==> src/rtl/param_reservation_station.sv <==
// Parametrised reservation station: one instance per functional unit.
// Holds renamed ops until both source operands are available, snoops NUM_CDB
// broadcast buses for wakeup, and issues the oldest ready entry to the
// functional unit through a valid/ready handshake. A flush squashes every entry.
//
// Ports:
//   clk, rst_n          clock (rising edge), asynchronous active-low reset
//   flush               squash all entries at the next edge
//   alloc_*             dispatch interface; alloc_ready = a free entry exists
//   cdb_valid, cdb_pd   per-channel wakeup broadcasts
//   issue_*             oldest ready entry presented to the functional unit
//   occupancy           registered count of busy entries
module param_reservation_station #(
  parameter int unsigned DEPTH     = 4,
  parameter int unsigned NUM_CDB   = 2,
  parameter int unsigned PREG_W    = 7,
  parameter int unsigned ROB_W     = 6,
  parameter int unsigned PAYLOAD_W = 64
) (
  input  logic                        clk,
  input  logic                        rst_n,
  input  logic                        flush,
  input  logic                        alloc_valid,
  output logic                        alloc_ready,
  input  logic [PREG_W-1:0]           alloc_ps1,
  input  logic                        alloc_ps1_v,
  input  logic [PREG_W-1:0]           alloc_ps2,
  input  logic                        alloc_ps2_v,
  input  logic [PREG_W-1:0]           alloc_pd,
  input  logic [ROB_W-1:0]            alloc_rob,
  input  logic [PAYLOAD_W-1:0]        alloc_payload,
  input  logic [NUM_CDB-1:0]          cdb_valid,
  input  logic [NUM_CDB*PREG_W-1:0]   cdb_pd,
  output logic                        issue_valid,
  input  logic                        issue_ready,
  output logic [PREG_W-1:0]           issue_ps1,
  output logic [PREG_W-1:0]           issue_ps2,
  output logic [PREG_W-1:0]           issue_pd,
  output logic [ROB_W-1:0]            issue_rob,
  output logic [PAYLOAD_W-1:0]        issue_payload,
  output logic [$clog2(DEPTH+1)-1:0]  occupancy
);

  localparam int unsigned OccW = $clog2(DEPTH + 1);

  logic [DEPTH-1:0]     busy_q, busy_d;
  logic [DEPTH-1:0]     ps1_v_q, ps1_v_d, ps2_v_q, ps2_v_d;
  // older_q[i][j] = entry i was allocated before entry j
  logic [DEPTH-1:0]     older_q [DEPTH];
  logic [DEPTH-1:0]     older_d [DEPTH];
  logic [OccW-1:0]      occ_q, occ_d;

  logic [PREG_W-1:0]    ps1_q [DEPTH];
  logic [PREG_W-1:0]    ps2_q [DEPTH];
  logic [PREG_W-1:0]    pd_q  [DEPTH];
  logic [ROB_W-1:0]     rob_q [DEPTH];
  logic [PAYLOAD_W-1:0] pay_q [DEPTH];

  logic [DEPTH-1:0]     ready, sel, alloc_oh;
  logic                 alloc_fire, issue_fire;

  function automatic logic cdb_hit(input logic [PREG_W-1:0]         preg,
                                   input logic [NUM_CDB-1:0]        v,
                                   input logic [NUM_CDB*PREG_W-1:0] pd);
    cdb_hit = 1'b0;
    for (int k = 0; k < NUM_CDB; k++) begin
      if (v[k] && (pd[k*PREG_W +: PREG_W] == preg)) cdb_hit = 1'b1;
    end
  endfunction

  assign alloc_ready = ~(&busy_q);
  assign occupancy   = occ_q;
  // Lowest zero bit of busy_q.
  assign alloc_oh    = ~busy_q & (busy_q + DEPTH'(1));
  assign alloc_fire  = alloc_valid & alloc_ready & ~flush;

  // Oldest-ready select and issue mux.
  always_comb begin
    ready         = busy_q & ps1_v_q & ps2_v_q;
    sel           = '0;
    issue_ps1     = '0;
    issue_ps2     = '0;
    issue_pd      = '0;
    issue_rob     = '0;
    issue_payload = '0;
    for (int i = 0; i < DEPTH; i++) begin
      sel[i] = ready[i];
      for (int j = 0; j < DEPTH; j++) begin
        if (ready[j] && older_q[j][i]) sel[i] = 1'b0;
      end
    end
    for (int i = 0; i < DEPTH; i++) begin
      if (sel[i]) begin
        issue_ps1     = ps1_q[i];
        issue_ps2     = ps2_q[i];
        issue_pd      = pd_q[i];
        issue_rob     = rob_q[i];
        issue_payload = pay_q[i];
      end
    end
    issue_valid = |ready;
    issue_fire  = issue_valid & issue_ready;
  end

  // Next-state for busy, operand-valid bits, age matrix and occupancy.
  always_comb begin
    busy_d = busy_q;
    if (issue_fire) busy_d = busy_d & ~sel;
    for (int i = 0; i < DEPTH; i++) begin
      older_d[i] = older_q[i];
      ps1_v_d[i] = ps1_v_q[i] | cdb_hit(ps1_q[i], cdb_valid, cdb_pd);
      ps2_v_d[i] = ps2_v_q[i] | cdb_hit(ps2_q[i], cdb_valid, cdb_pd);
    end
    if (alloc_fire) begin
      for (int i = 0; i < DEPTH; i++) begin
        if (alloc_oh[i]) begin
          busy_d[i]  = 1'b1;
          // Same-cycle bypass so a broadcast during allocation is not lost.
          ps1_v_d[i] = alloc_ps1_v | cdb_hit(alloc_ps1, cdb_valid, cdb_pd);
          ps2_v_d[i] = alloc_ps2_v | cdb_hit(alloc_ps2, cdb_valid, cdb_pd);
          older_d[i] = '0;
          for (int j = 0; j < DEPTH; j++) older_d[j][i] = busy_q[j];
        end
      end
    end
    if (flush) busy_d = '0;
    occ_d = '0;
    for (int i = 0; i < DEPTH; i++) occ_d = occ_d + OccW'(busy_d[i]);
  end

  always_ff @(posedge clk or negedge rst_n) begin
    if (!rst_n) begin
      busy_q  <= '0;
      ps1_v_q <= '0;
      ps2_v_q <= '0;
      occ_q   <= '0;
      for (int i = 0; i < DEPTH; i++) older_q[i] <= '0;
    end else begin
      busy_q  <= busy_d;
      ps1_v_q <= ps1_v_d;
      ps2_v_q <= ps2_v_d;
      occ_q   <= occ_d;
      for (int i = 0; i < DEPTH; i++) older_q[i] <= older_d[i];
    end
  end

  // Entry payload storage; only meaningful while the entry is busy.
  always_ff @(posedge clk) begin
    for (int i = 0; i < DEPTH; i++) begin
      if (alloc_fire && alloc_oh[i]) begin
        ps1_q[i] <= alloc_ps1;
        ps2_q[i] <= alloc_ps2;
        pd_q[i]  <= alloc_pd;
        rob_q[i] <= alloc_rob;
        pay_q[i] <= alloc_payload;
      end
    end
  end

endmodule

==> config.mk <==
export PLATFORM = sky130hd
export DESIGN_NAME = param_reservation_station
export DESIGN_NICKNAME = d
export VERILOG_FILES = /design/src/rtl/param_reservation_station.sv
export SDC_FILE = /design/constraint.sdc
export NUM_CORES = 1
export LEC_CHECK = 0
export CORE_MARGIN = 3
export CORE_UTILIZATION = 29
export CTS_BUF_LIST = sky130_fd_sc_hd__clkbuf_16
export CTS_CLUSTER_DIAMETER = 40
export CTS_CLUSTER_SIZE = 16
export DETAILED_ROUTE_END_ITERATION = 12
export PLACE_DENSITY_LB_ADDON = 0.25
export SLEW_MARGIN = 20
export SYNTH_ARGS = -nofsm -noshare
export SYNTH_HDL_FRONTEND = slang
export SYNTH_SLANG_ARGS = --single-unit
==> constraint.sdc <==
create_clock -name clk -period 5.85 [get_ports clk]
set_input_delay 1.755 -clock clk [delete_from_list [all_inputs] [get_ports clk]]
set_output_delay 1.755 -clock clk [all_outputs]
set_load 0.01 [all_outputs]
==> results of run 1 <==
-- layer usage --
metal | part of all wire, % | track usage (%) | up-vias
li1 | - | - | 4665
met1 | 45 | 20.1 | 5201
met2 | 49 | 25.6 | 262
met3 | 4.2 | 3.27 | 58
met4 | 1.8 | 4.33 | 2
met5 | 0.028 | 0 | -
-- worst reg2reg max path, cell delays in order, from the launching register on --
cell and delay (ps):
dfrtp_1 610, nand3_4 120, o2111a_4 330, buf_12 320, and3_1 310, or3_4 380
fa_1 510, inv_1 40, ha_1 170, ha_1 290
-- logic make-up after synthesis --
family	share of synthesized area [%]
buf+inv	3.46
simple gates	6.58
flops	69.9
xor+xnor	7.32
compound gates	12.4
fa+ha+maj	0.269
-- power by group through the flow --
stage	registers, uW	logic, uW	clock network, uW
floorplan	3290	355	0
global placement	3310	664	0
detailed placement	3310	664	0
CTS	3260	667	4150
global route	3270	711	4270
finish	3260	655	4060
-- registers in the layout, summed over array words and instances, names as in the netlist --
| signal | cells |
|---|---|
| ps2_q | 28 |
| older_q | 16 |
| ps2_v_q | 4 |
| rob_q | 24 |
| occupancy | 3 |
| busy_q | 4 |
| ps1_q | 28 |
| ps1_v_q | 4 |
| pay_q | 256 |
| pd_q | 28 |
-- through the flow --
| stage | hold WS, ps | instances |
|---|---|---|
| 6_report | 474 | 2095 |
| 5_1_grt | 498 | 2095 |
| 4_1_cts | 477 | 2095 |
| 3_5_place_dp | 467 | 1966 |
| 3_3_place_gp | 474 | 1966 |
| 2_1_floorplan | 446 | 1046 |
-- synthesized netlist by cell type --
master       n
nor2_8       1
nand2b_1     2
nor2_1     124
ha_1         2
nor3_1       4
fa_1         1
buf_2       36
nand4_1     56
nand3_4      1
buf_4        1
and3_1       1
a221oi_1     1
dfrtp_1     31
edfxtp_1   364
inv_1        7
nor2_2       1
a221oi_2    90
a21oi_1     14
o2111a_4     1
nor4_1       6
and2_1       2
a21o_1       2
nand3_1      3
or2_2        1
and3b_1      1
buf_12      10
inv_2        2
clkbuf_1    12
buf_6       10
nand2_1      8
o21ai_0      7
o22ai_1     92
nand3b_1     1
a2bb2oi_1    1
or3_4        1
and4b_1      4
nor2b_1      4
nand3_2      1
xnor2_1    140
-- path summary, 6_finish.rpt --
check / from / end / slack, ps / cells after the start
min reg2reg: older_q[14] / older_q[14] / 470 / 1
min: older_q[14] / older_q[14] / 470 / 1
max in group asynchronous: rst_n / ps2_v_q[1] / 3950 / 2
min in group asynchronous: rst_n / busy_q[1] / 1580 / 2
max reg2reg: busy_q[2] / occupancy[1] / 2650 / 9
max: busy_q[0] / issue_payload[52] / 540 / 7
-- area by class of cell --
| cell class | instances | area [um^2] | share of cell area (%) |
|---|---|---|---|
| Clock inverter | 56 | 572 | 2.61 |
| Clock buffer | 73 | 1830 | 8.32 |
| Inverter | 9 | 38.8 | 0.177 |
| Sequential cell | 395 | 11700 | 53.3 |
| Tap cell | 756 | 946 | 4.31 |
| Timing Repair Buffer | 233 | 2370 | 10.8 |
| Multi-Input combinational cell | 573 | 4490 | 20.4 |
==> summary.md, run 1 <==
| Metric | Value |
|---|---|
| Slowest stage delay, CP | 600 ps |
| Power, Total | 7970 uW |
| Critical path buffers and inverters | 2 |
| Layout area overhead | 31.1% |
| Die Height | 246 um |
| Skew-Pair Late Insertion Delay | 590 ps |
| Post-Syn Nets | 1163 |
| Final core occ | between 30 and 40% |
| Leakage | 0.00710 uW |
| Full die area | 60700 um^2 |
| Placed Area | 19500 um^2 |
| Pwr dens | 363 nW/um^2 |
| Via count | 10200 |
| Antenna viol nets, final | 0 |
| Vias in the first global route | 10900 |
| Max IR drop VDD | 0.224 mV |
| Tmin final | 5310 ps |
| Worst setup SP type | register |
| Port Buffers | ~210 |
| Synthesized area | 16700 um^2 |
| WS Path Type | register to primary output |
| Clock sinks | 395 |
| CTS clock-pin slew for the worst setup and hold paths | about 50 ps |
| Row count | 87 |
| Clock Path Buffers | 3 |
| Top post-synthesis cells by area | edfxtp_1, a221oi_2, xnor2_1 |
| Switching power | 1910 uW |
| Resize count post-CTS | 0 |
| Number of fill cells in the layout | 5264 |
| Worst-path fanout max | 40 |
| Top-area cell type share of the netlist area | 65.3% |
| Fin area | ~22000 um^2 |
| Final Slew Violations | 0 |
| WL/cell | 22.2 um |
| N_diodes | 0 |
| DR DRC count | 0 |
| Die span in x | 246 um |
| Core area | between 50000 and 60000 um^2 |
| Worst slew pin tran | around 830 ps |
| Crit-path cells | and4b_1 > nand4_1 > nor2_8 > buf_12 > a221oi_2 > nor2_1 > clkdlybuf4s50_1 |
| DP Worst Slack | 1090 ps |
| Post-CTS Setup Inserts | 0 |
| WL final | approximately 46 mm |
| WP data required | 4090 ps |
| Global-route wire length before repair | roughly 70 mm |
| Number of DRC markers in iteration 0 | 503 |
| Post-synthesis sequential area ratio | 69.9% |
| Hold crit path type | register to register |
| Initial Utilization | 29.5% |
| Switch share | 24.0% |
| Clock Skews | 19.1 ps |
| Element type at the critical path end | primary output |
| Most common cell after layout, fill and taps aside | edfxtp_1 |
| Distinct cells, synth | 39 |
| Initial DRT Pass Iterations | 5 |
| Slowest CP cell | nor2_8 |
| Number of synthesized register bits | 395 |
| Fin Setup TNS | 0 ps |
| Critical path data arrival time | around 3600 ps |
| Root buffer cell | clkbuf_16 |
| Status | finished, final reports clean |
| RSZ-0062 raised after global routing | no |
| Internal power | between 6000 and 7000 uW |
| Maxcap violations | 0 |
| Comb pwr share | 8.2% |
| Sequential group share of total power | between 40 and 50% |
| Share of layout cells above drive strength 1 | 18.3% |
| Largest net degree at the start of global routing | 93 |
| Fmax | between 0.15 and 0.2 GHz |
| Cts hold-fix bufs | 0 |
| Relative slew slack | 44.4% |
| RD Place Congestion | 0.775 |
| Syn Area/Cell | 16.0 um^2 |
| Initial antenna violation count | 1 |
| Final critical-path setup slack | between 500 and 600 ps |
| GRT Total Usage | 15.3% |
| YS warnings | 0 |
| Post-DP HPWL | approximately 28 mm |
| GRT overflow | 0 |
| Post-Synthesis Cells | between 1000 and 1500 |
| I/O pin count | 210 |
| H-tree levels | 3 |
| Post-synthesis cell type with the largest combined area | edfxtp_1 |
| Fin. Hold Viols | 0 |
| Commonest cells after routing, fill and taps aside | edfxtp_1, clkdlybuf4s50_1, xnor2_1 |
| Post-layout net count | 1400 |
| Fin crit share | 90.7% |
| Num CTS Buffers | 71 |
| TritonCTS clock tree | built |
| Setup Viol. Count Final | 0 |
| Cell family with most CP delay | simple AND/OR/NAND/NOR gates |
| Routed vias/inst | 4.86 |
| Clk pwr share | 50.9% |
(Power assumes the default switching activity.)
==> run 2: changes to the inputs <==
CAP_MARGIN = 20   (was default)
==> results of run 2 <==
Final layout, timing and power as in run 1 (identical DEF).
